### src/rtl/data_mem_initiator.sv
// rtl/data_mem_initiator.sv - load/store initiator for the memread/memwrite/clk_stall data memory
module data_mem_initiator #(
  parameter bit SPLIT_MISALIGNED = 1'b1,
  parameter int STALL_TIMEOUT    = 15
) (
  input  logic        clk,
  input  logic        rst_n,
  input  logic        req_valid,
  output logic        req_ready,
  input  logic        req_write,
  input  logic [13:0] req_addr,
  input  logic [31:0] req_wdata,
  input  logic [1:0]  req_size,
  input  logic        req_signed,
  output logic        resp_valid,
  output logic [31:0] resp_rdata,
  output logic        resp_err,
  output logic [13:0] mem_addr,
  output logic [31:0] mem_write_data,
  output logic        mem_memwrite,
  output logic        mem_memread,
  output logic [3:0]  mem_sign_mask,
  input  logic [31:0] mem_read_data,
  input  logic        mem_clk_stall
);

  typedef enum logic [2:0] {S_IDLE, S_ISSUE, S_WAIT_HI, S_WAIT_LO, S_DONE} state_t;

  localparam logic [1:0]  SZ_BYTE  = 2'b00;
  localparam logic [1:0]  SZ_HALF  = 2'b01;
  localparam logic [1:0]  SZ_WORD  = 2'b10;
  localparam logic [15:0] TMO_LAST = 16'(STALL_TIMEOUT - 1);

  state_t      state_q, state_d;
  logic        write_q, write_d;
  logic [13:0] addr_q, addr_d;
  logic [31:0] wdata_q, wdata_d;
  logic [1:0]  size_q, size_d;
  logic        signed_q, signed_d;
  logic        split_q, split_d;
  logic [1:0]  piece_q, piece_d;
  logic [1:0]  last_q, last_d;
  logic [31:0] rbuf_q, rbuf_d;
  logic        err_q, err_d;
  logic [15:0] tcnt_q, tcnt_d;

  logic [13:0] mem_addr_q, mem_addr_d;
  logic [31:0] mem_wdata_q, mem_wdata_d;
  logic [3:0]  mem_mask_q, mem_mask_d;
  logic        mem_read_q, mem_read_d;
  logic        mem_write_q, mem_write_d;
  logic        resp_valid_q, resp_valid_d;
  logic [31:0] resp_rdata_q, resp_rdata_d;
  logic        resp_err_q, resp_err_d;

  logic [1:0]  in_size;
  logic        in_misaligned;
  logic [13:0] src_addr;
  logic [31:0] src_wdata;
  logic [1:0]  src_size;
  logic        src_signed;
  logic        src_split;
  logic [1:0]  src_piece;
  logic [13:0] iss_addr;
  logic [31:0] iss_wdata;
  logic [3:0]  iss_mask;
  logic [31:0] ext_rdata;

  assign req_ready      = (state_q == S_IDLE) & ~mem_clk_stall;
  assign resp_valid     = resp_valid_q;
  assign resp_rdata     = resp_rdata_q;
  assign resp_err       = resp_err_q;
  assign mem_addr       = mem_addr_q;
  assign mem_write_data = mem_wdata_q;
  assign mem_memwrite   = mem_write_q;
  assign mem_memread    = mem_read_q;
  assign mem_sign_mask  = mem_mask_q;

  // Normalise size (11 behaves as word) and flag accesses the memory cannot serve in one go
  always_comb begin
    in_size       = (req_size == 2'b11) ? SZ_WORD : req_size;
    in_misaligned = ((in_size == SZ_HALF) && req_addr[0]) ||
                    ((in_size == SZ_WORD) && (req_addr[1:0] != 2'b00));
  end

  // Memory-side fields of the next piece: request inputs on accept, latched request advanced by one otherwise
  always_comb begin
    if (state_q == S_IDLE) begin
      src_addr   = req_addr;
      src_wdata  = req_wdata;
      src_size   = in_size;
      src_signed = req_signed;
      src_split  = in_misaligned;
      src_piece  = 2'd0;
    end else begin
      src_addr   = addr_q;
      src_wdata  = wdata_q;
      src_size   = size_q;
      src_signed = signed_q;
      src_split  = split_q;
      src_piece  = piece_q + 2'd1;
    end
    iss_addr = src_addr + {12'b0, src_piece};
    if (src_split) begin
      iss_mask  = 4'b0001;
      iss_wdata = {24'b0, 8'(src_wdata >> {src_piece, 3'b000})};
    end else begin
      iss_wdata = src_wdata;
      case (src_size)
        SZ_BYTE: iss_mask = {src_signed, 3'b001};
        SZ_HALF: iss_mask = {src_signed, 3'b011};
        default: iss_mask = {src_signed, 3'b111};
      endcase
    end
  end

  // Final load result: zero/sign extension of the captured or reassembled data
  always_comb begin
    case (size_q)
      SZ_BYTE: ext_rdata = {{24{signed_q & rbuf_q[7]}}, rbuf_q[7:0]};
      SZ_HALF: ext_rdata = {{16{signed_q & rbuf_q[15]}}, rbuf_q[15:0]};
      default: ext_rdata = rbuf_q;
    endcase
  end

  // Next-state and registered-output logic of the request FSM
  always_comb begin
    state_d      = state_q;
    write_d      = write_q;
    addr_d       = addr_q;
    wdata_d      = wdata_q;
    size_d       = size_q;
    signed_d     = signed_q;
    split_d      = split_q;
    piece_d      = piece_q;
    last_d       = last_q;
    rbuf_d       = rbuf_q;
    err_d        = err_q;
    tcnt_d       = tcnt_q;
    mem_addr_d   = mem_addr_q;
    mem_wdata_d  = mem_wdata_q;
    mem_mask_d   = mem_mask_q;
    mem_read_d   = 1'b0;
    mem_write_d  = 1'b0;
    resp_valid_d = 1'b0;
    resp_rdata_d = 32'h0;
    resp_err_d   = 1'b0;
    unique case (state_q)
      S_IDLE: begin
        if (req_valid && req_ready) begin
          write_d  = req_write;
          addr_d   = req_addr;
          wdata_d  = req_wdata;
          size_d   = in_size;
          signed_d = req_signed;
          split_d  = in_misaligned;
          piece_d  = 2'd0;
          rbuf_d   = 32'h0;
          err_d    = 1'b0;
          last_d   = !in_misaligned ? 2'd0 : ((in_size == SZ_HALF) ? 2'd1 : 2'd3);
          if (in_misaligned && !SPLIT_MISALIGNED) begin
            err_d   = 1'b1;
            state_d = S_DONE;
          end else begin
            state_d     = S_ISSUE;
            mem_addr_d  = iss_addr;
            mem_wdata_d = iss_wdata;
            mem_mask_d  = iss_mask;
            mem_read_d  = ~req_write;
            mem_write_d = req_write;
          end
        end
      end
      S_ISSUE: begin
        tcnt_d  = 16'h0;
        state_d = S_WAIT_HI;
      end
      S_WAIT_HI: begin
        if (mem_clk_stall) begin
          state_d = S_WAIT_LO;
        end else if (tcnt_q == TMO_LAST) begin
          err_d   = 1'b1;
          state_d = S_DONE;
        end else begin
          tcnt_d = tcnt_q + 16'd1;
        end
      end
      S_WAIT_LO: begin
        if (!mem_clk_stall) begin
          if (!write_q) begin
            if (split_q) rbuf_d[{piece_q, 3'b000} +: 8] = mem_read_data[7:0];
            else         rbuf_d = mem_read_data;
          end
          if (piece_q != last_q) begin
            piece_d     = piece_q + 2'd1;
            state_d     = S_ISSUE;
            mem_addr_d  = iss_addr;
            mem_wdata_d = iss_wdata;
            mem_mask_d  = iss_mask;
            mem_read_d  = ~write_q;
            mem_write_d = write_q;
          end else begin
            state_d = S_DONE;
          end
        end
      end
      S_DONE: begin
        resp_valid_d = 1'b1;
        resp_err_d   = err_q;
        resp_rdata_d = (write_q || err_q) ? 32'h0 : ext_rdata;
        state_d      = S_IDLE;
      end
      default: state_d = S_IDLE;
    endcase
  end

  // State and output registers; reset drops every output but leaves the memory to finish on its own
  always_ff @(posedge clk or negedge rst_n) begin
    if (!rst_n) begin
      state_q      <= S_IDLE;
      write_q      <= 1'b0;
      addr_q       <= 14'h0;
      wdata_q      <= 32'h0;
      size_q       <= 2'b00;
      signed_q     <= 1'b0;
      split_q      <= 1'b0;
      piece_q      <= 2'd0;
      last_q       <= 2'd0;
      rbuf_q       <= 32'h0;
      err_q        <= 1'b0;
      tcnt_q       <= 16'h0;
      mem_addr_q   <= 14'h0;
      mem_wdata_q  <= 32'h0;
      mem_mask_q   <= 4'h0;
      mem_read_q   <= 1'b0;
      mem_write_q  <= 1'b0;
      resp_valid_q <= 1'b0;
      resp_rdata_q <= 32'h0;
      resp_err_q   <= 1'b0;
    end else begin
      state_q      <= state_d;
      write_q      <= write_d;
      addr_q       <= addr_d;
      wdata_q      <= wdata_d;
      size_q       <= size_d;
      signed_q     <= signed_d;
      split_q      <= split_d;
      piece_q      <= piece_d;
      last_q       <= last_d;
      rbuf_q       <= rbuf_d;
      err_q        <= err_d;
      tcnt_q       <= tcnt_d;
      mem_addr_q   <= mem_addr_d;
      mem_wdata_q  <= mem_wdata_d;
      mem_mask_q   <= mem_mask_d;
      mem_read_q   <= mem_read_d;
      mem_write_q  <= mem_write_d;
      resp_valid_q <= resp_valid_d;
      resp_rdata_q <= resp_rdata_d;
      resp_err_q   <= resp_err_d;
    end
  end

endmodule

### config.mk
export PLATFORM = sky130hd
export DESIGN_NAME = data_mem_initiator
export DESIGN_NICKNAME = d
export VERILOG_FILES = /design/src/rtl/data_mem_initiator.sv
export SDC_FILE = /design/constraint.sdc
export NUM_CORES = 1
export LEC_CHECK = 0
export CORE_MARGIN = 3
export CORE_UTILIZATION = 56
export CTS_CLUSTER_DIAMETER = 40
export DETAILED_ROUTE_END_ITERATION = 16
export GPL_TIMING_DRIVEN = 1
export PLACE_DENSITY_LB_ADDON = 0.2
export SYNTH_ARGS = -nofsm -noshare
export SYNTH_HDL_FRONTEND = slang
export SYNTH_SLANG_ARGS = --single-unit
### constraint.sdc
create_clock -name clk -period 8.27 [get_ports clk]
set_input_delay 1.654 -clock clk [delete_from_list [all_inputs] [get_ports clk]]
set_output_delay 1.654 -clock clk [all_outputs]
set_load 0.005 [all_outputs]
# Word-level counts from Yosys, hierarchy flattened
# Cells that the tools add are included.
# classes
add_sub_neg,4
eq_ne,19
n_shift,3
n_mux,60
bitwise,6
n_reduce_logical,18
# op_table
operator,count
32-bit 2-to-1 mux,11
32-bit case mux with 2 select lines,3
14-bit 2-to-1 mux,4
32-bit bitwise mux,1
16-bit 2-to-1 mux,2
16-bit case mux with 2 select lines,1
"8-bit by 7-bit variable shift with 32-bit output, first input constant",1
8-bit by 7-bit variable part select with 32-bit output,1
32-bit by 5-bit >> shifter with 8-bit output,1
14-bit case mux with 2 select lines,1
"16-bit by 1-bit adder with 16-bit output, second input constant",1
"16-bit by 4-bit equality test with 1-bit output, second input constant",1
2-bit 2-to-1 mux,8
4-bit 2-to-1 mux,4
3-bit 2-to-1 mux,5
14-bit by 2-bit adder with 14-bit output,1
1-bit 2-to-1 mux,13
"2-bit inequality test, second input constant",6
3-bit case mux with 4 select lines,1
4-bit AND reduction,3
4-bit case mux with 2 select lines,1
2-bit nonzero test,4
5-bit negator with 7-bit output,1
"2-bit by 1-bit equality test with 1-bit output, second input constant",3
19 further kinds,32
# word_totals
ff_bits,193
elab_cells,130

# Longest topological paths before layout
# Gate-level depths: netlist of run 1.
# logic_depth
word_depth,10
mapped_depth,15
ltp_nobuf,10

# Worst setup path after synthesis of run 1
# OpenSTA, ideal clock, no wires.
# synth_path
kind,in2out
from,in mem_clk_stall
to,out req_ready
arrival_ns,1.760
path_slack_ns,4.856
cell_stages,1
path_buffers,0
path_cell_list,nor2_1
# synth_via
elab_chain_cells,2
# synth_lines
item,line_no,rtl
from (decl),24,input logic mem_clk_stall
1-bit NOT,69,assign req_ready = (state_q == S_IDLE) & ~mem_clk_stall;
1-bit AND,69,
to (decl),9,"output logic req_ready,"
# Every way passes these cells.

# Worst setup path in the final report of run 1
# Ends and elaborated chain as after synthesis.

==> impl_metrics.tcl, run 1 <==
set metrics [dict create \
    cts_max_level 4 \
    grt_pass1_vias 7591 \
    avgSynthCellArea_um2 9.26 \
    dr.pass1.iters 6 \
    leakagePower_nw 5.14 \
    grt_max_degree 124 \
    start_kind "primary input" \
    synth_edf_count 0 \
    ctsHoldBuffers 0 \
    drt_drc_violations_left 0 \
    yosysWarnings 0 \
    initial_core_util_pct 57.9 \
    postCtsSetupBuffers 0 \
    slew_headroom_pct 14.3 \
    cts.clk_slew.worst_paths_ns 0.06 \
    worstPathArrival_ns 2.92 \
    ys.flop_type "dfrtp_1" \
    cp_max_fo 8 \
    fill_cells 1123 \
    hold_viol 0 \
    die_area_um2 17400 \
    core_um2 15300 \
    fp-row-count 45 \
    tritoncts "built" \
    max_freq_mhz 219 \
    syn_area_um2 8860 \
    synth_async_sr_flop_share_pct 100 \
    track_usage_pct 27.2 \
    clock_latency_ns 0.43 \
    syn_inst 957 \
    ys_seq_area_share_pct 54.2 \
    antenna_found_initial 0 \
    clk_path_buf_depth 2 \
    tns_ns 0 \
    synth_top_area_share_pct 54.2 \
    io-pin-count 173 \
    root_buffer "clkbuf_16" \
    hp-class "reg2reg" \
    area_growth_pct 28.0 \
    crit_path_end_kind "primary output" \
    pre_cts_ws_ns 3.64 \
    cts_buffers 17 \
    wl_um 23200 \
    rsz0062_at_grt "false" \
    die_h_um 132 \
    finalMaxSlewViolations 0 \
    grt_pass1_wl_um 38300 \
    drt-wirelength-per-cell_um 17.5 \
    grt.overflow.total 0 \
    synth.ff_latch_count 192 \
    worst_pin_slew_ns 1.28 \
    via_count 7657 \
    required_ns 6.62 \
    synth.area.top_cells "dfrtp_1 (54%), nand2_1 (9.6%), nor2_1 (3.9%)" \
    die_w_um 132 \
    setup_viol 0 \
    worst_slack_ns 3.70 \
    min_period_ns 4.57 \
    status "completed" \
    ant_nets 0 \
    place_congestion 0.865 \
    num-nets-final 1194 \
    num_antenna_cells 0 \
    whs_ns 0.476 \
    portBuffers 172 \
    cts.sinks 192 \
    worstSetupPathType "in2out" \
    syn-num-nets 1052 \
    synthDistinctLibCells 57 \
    drive_gt1_share_pct 4.77 \
    yosys.area.top_type "dfrtp_1" \
    dp_hpwl_um 15300 \
    powerDensity_nw_per_um2 353 \
    post-route-period-util_pct 55.3 \
    first_iter_violations 693 \
    maxCapViolCount 0 \
    skew_ns 0.00789 \
    ir_drop_v 0.000209 \
    ctsResizeCount 0 \
    via_per_inst 5.79 \
]
-- stage by stage --
stage / power, W / instances / cell area (um^2) / utilization, %
final: 0.00401 / 1322 / 11300 / 74.1
after detailed placement: 0.00309 / 1291 / 10700 / 69.8
after global routing: 0.00428 / 1322 / 11300 / 74.1
after global placement: 0.00303 / 1291 / 10700 / 69.8
after floorplan: 0.00248 / 957 / 8860 / -
after CTS: 0.00402 / 1322 / 11300 / 74.1
-- per-layer routing --
layer / track usage [%] / share of wire (%)
met1: 37.1 / 42
met3: 5.95 / 7.4
met2: 42.9 / 47
met4: 11.0 / 2.8
met5: 0 / 0
-- final cells by class --
class                      instances  area [um^2]  share of cell area, %
multi-input combinational        682         3740                   33.0
sequential                       192         4800                   42.4
tap                              211          264                   2.33
clock buffer                      21          470                   4.15
timing repair buffer             179         1780                   15.7
clock inverter                    10          183                   1.61
inverter                          27          101                  0.894
-- report_power, final --
part	switching [W]	internal (W)	total [W]
Sequential	0.000310	0.00127	0.00158
Combinational	0.000851	0.000667	0.00152
Clock	0.000348	0.000559	0.000907
Total	0.00151	0.00250	0.00401
-- flip-flops by register name, indices dropped and copies added, names as in the netlist, 2 cells and up --
name	flops
addr_q	14
last_q	2
mem_addr	14
mem_sign_mask	4
mem_write_data	32
piece_q	2
rbuf_q	32
resp_rdata	32
size_q	2
state_q	3
tcnt_q	16
wdata_q	32
-- Yosys cell counts (5+ instances only) --
cell type	instances
nor2_1	91
and4_1	8
clkbuf_1	36
inv_1	27
nor4_1	7
nand2b_1	6
xnor2_1	12
a22oi_1	9
xor2_1	17
and2_1	11
o21ai_0	51
buf_1	6
a221oi_1	36
mux2i_1	22
and3_1	6
nand2_1	226
a21oi_1	66
ha_1	8
dfrtp_1	192
nand3_1	31
nor3_1	12
nand4_1	12
buf_2	13
o21ai_1	5
-- kinds of logic (layout without fill, tap and decap cells) --
logic type | after synthesis | after routing | share of synthesized area [%]
AOI/OAI and AO/OA | 192 | 192 | 13.8
xor gates and xnor gates | 29 | 29 | 2.87
adders and majority gates | 9 | 9 | 1.36
DFF | 192 | 192 | 54.2
buffers and inverters | 83 | 237 | 3.74
muxes | 23 | 23 | 2.61
and+or+nand+nor | 429 | 429 | 21.4
-- cell usage in the layout, fill, tap and decap left out, types with 5 or more instances in the layout --
cell type,n
dfrtp_1,192
a221oi_1,36
o21ai_0,51
a21oi_1,66
nand2_1,225
ha_1,8
xnor2_1,12
and2_1,10
mux2i_1,22
clkdlybuf4s50_1,171
o21ai_1,5
nor3_1,12
nand3_1,31
bufinv_16,5
nor2_1,90
xor2_1,17
nand2b_1,6
nand4_1,12
and3_1,6
inv_1,27
and4_1,8
buf_4,7
nor4_1,7
clkbuf_16,17
a22oi_1,9
-- worst max-delay path: stages --
cell	delay, ns
clkdlybuf4s50_1	0.58
nor2_1	0.17
clkdlybuf4s50_1	0.51
-- worst paths after layout --
check	depth (start not counted)	slack (ns)	from	endpoint
max	3	3.70	mem_clk_stall	req_ready
min	2	0.48	rbuf_q[0]	rbuf_q[0]
max reg2reg	10	4.32	piece_q[0]	mem_addr[12]
min reg2reg	2	0.48	rbuf_q[0]	rbuf_q[0]
max in group asynchronous	2	5.47	rst_n	mem_write_data[11]
min in group asynchronous	1	1.37	rst_n	tcnt_q[4]
(Power assumes the default switching activity.)
==> run 2, diff against run 1 <==
Settings changed: CORE_UTILIZATION 56 to 52.
Clock period 8.27 ns to 4.3 ns, I/O delays scaled along.
==> impl_metrics.tcl, run 2 (synthesis gave the netlist of run 1 again) <==
set metrics [dict create \
    crit_start "state_q[1]" \
    r2r-end "mem_addr[10]" \
    grt_max_degree 112 \
    max_freq_mhz 305 \
    regArea_um2 4800 \
    postCtsSetupBuffers 0 \
    pre_cts_ws_ns 0.843 \
    mostFrequentLayoutCells "nand2_1 (225), dfrtp_1 (192), clkdlybuf4s50_1 (171)" \
    status "completed" \
    maxCapViolCount 0 \
    grt_pass1_vias 7330 \
    dr.pass1.iters 5 \
    drt_drc_violations_left 0 \
    tritoncts "built" \
    dp_hpwl_um 15800 \
    rr_worst_depth 10 \
    slew_headroom_pct 18.2 \
    initial_core_util_pct 53.2 \
    first_iter_violations 663 \
    crit_path_end_kind "primary output" \
    cts.sinks 192 \
    die_area_um2 18600 \
    ctsResizeCount 0 \
    cts_buffers 17 \
    root_buffer "clkbuf_16" \
    worst_pin_slew_ns 1.22 \
    num-nets-final 1202 \
    required_ns 3.44 \
    tns_ns 0 \
    worst_slack_ns 1.02 \
    multi_input_area_um2 3740 \
    clock_latency_ns 0.44 \
    grt_pass1_wl_um 37900 \
    cts_max_level 4 \
    leakagePower_nw 5.12 \
    wl_um 23500 \
    mostFrequentLayoutCell "nand2_1" \
    worst-r2r-setup-slack_ns 1.11 \
    via_count 7656 \
    ir_drop_v 0.000469 \
    portBuffers 172 \
    num_antenna_cells 0 \
    die_h_um 137 \
    fp-row-count 47 \
    cp_max_fo 23 \
    skew_ns 0.0102 \
    rr_startpoint "piece_q[0]" \
    ctsHoldBuffers 0 \
    io-pin-count 173 \
    fill_cells 1306 \
    area_growth_pct 27.9 \
    post-route-period-util_pct 76.4 \
    cp-endpoint "req_ready" \
    track_usage_pct 26.0 \
    finalPower_w 0.00763 \
    cts.clk_slew.worst_paths_ns 0.07 \
    antenna_found_initial 0 \
    min_period_ns 3.28 \
    via_per_inst 5.71 \
    grt.overflow.total 0 \
    core_um2 16600 \
    die_w_um 137 \
    ant_nets 0 \
    rsz0062_at_grt "false" \
    powerDensity_nw_per_um2 674 \
    hold_viol 0 \
    place_area_um2 10800 \
    clk_path_buf_depth 2 \
    drt-wirelength-per-cell_um 17.6 \
    place_congestion 0.864 \
    worstSetupPathType "reg2out" \
    setup_viol 0 \
    finalMaxSlewViolations 0 \
    hp-class "reg2reg" \
    start_kind "flip-flop" \
    post-route-util_pct 68.1 \
    fin_area_um2 11300 \
    worstPathArrival_ns 2.42 \
    drive_gt1_share_pct 5.54 \
]
run 2: final cells by class:
cell class,instances,area share [%]
Timing Repair Buffer,187,16.3
Multi-Input combinational cell,682,33.0
Tap cell,220,2.43
Inverter,27,0.895
Clock buffer,18,3.79
Sequential cell,192,42.4
Clock inverter,14,1.12
run 2: stage by stage:
step | cells | hold slack (ns)
3_3_place_gp | 1308 | 0.453
6_report | 1340 | 0.474
4_1_cts | 1340 | 0.471
3_5_place_dp | 1308 | 0.455
5_1_grt | 1340 | 0.490
2_1_floorplan | 957 | 0.442
run 2: how the worst min path moves through the flow:
stage / start / end / slack (ns) / cells after the start
6_report: mem_addr[1] / mem_addr[1] / 0.47 / 2
3_5_place_dp: mem_addr[1] / mem_addr[1] / 0.46 / 2
4_1_cts: mem_addr[1] / mem_addr[1] / 0.47 / 2
5_1_grt: mem_addr[1] / mem_addr[1] / 0.49 / 2
2_1_floorplan: rbuf_q[0] / rbuf_q[0] / 0.44 / 2
3_3_place_gp: rbuf_q[4] / rbuf_q[4] / 0.45 / 2
run 2: worst max-delay path, stage by stage (launching register included):
cell	delay (ns)
dfrtp_1	0.63
or3_1	0.48
buf_4	0.24
nor2_1	0.12
clkdlybuf4s50_1	0.51
run 2: report_power, final:
| part | internal [W] | total (W) | switching, W |
|---|---|---|---|
| logic | 0.00135 | 0.00305 | 0.00169 |
| registers | 0.00247 | 0.00308 | 0.000604 |
| clock network | 0.000762 | 0.00151 | 0.000748 |
| total | 0.00459 | 0.00763 | 0.00305 |
run 2: routing by layer:
metal	GRT usage (%)	wire (um)	up-vias
met5	0	0	-
met4	7.50	432	0
met3	5.88	1710	30
met2	40.4	11100	337
met1	37.0	10300	3709
li1	-	-	3580
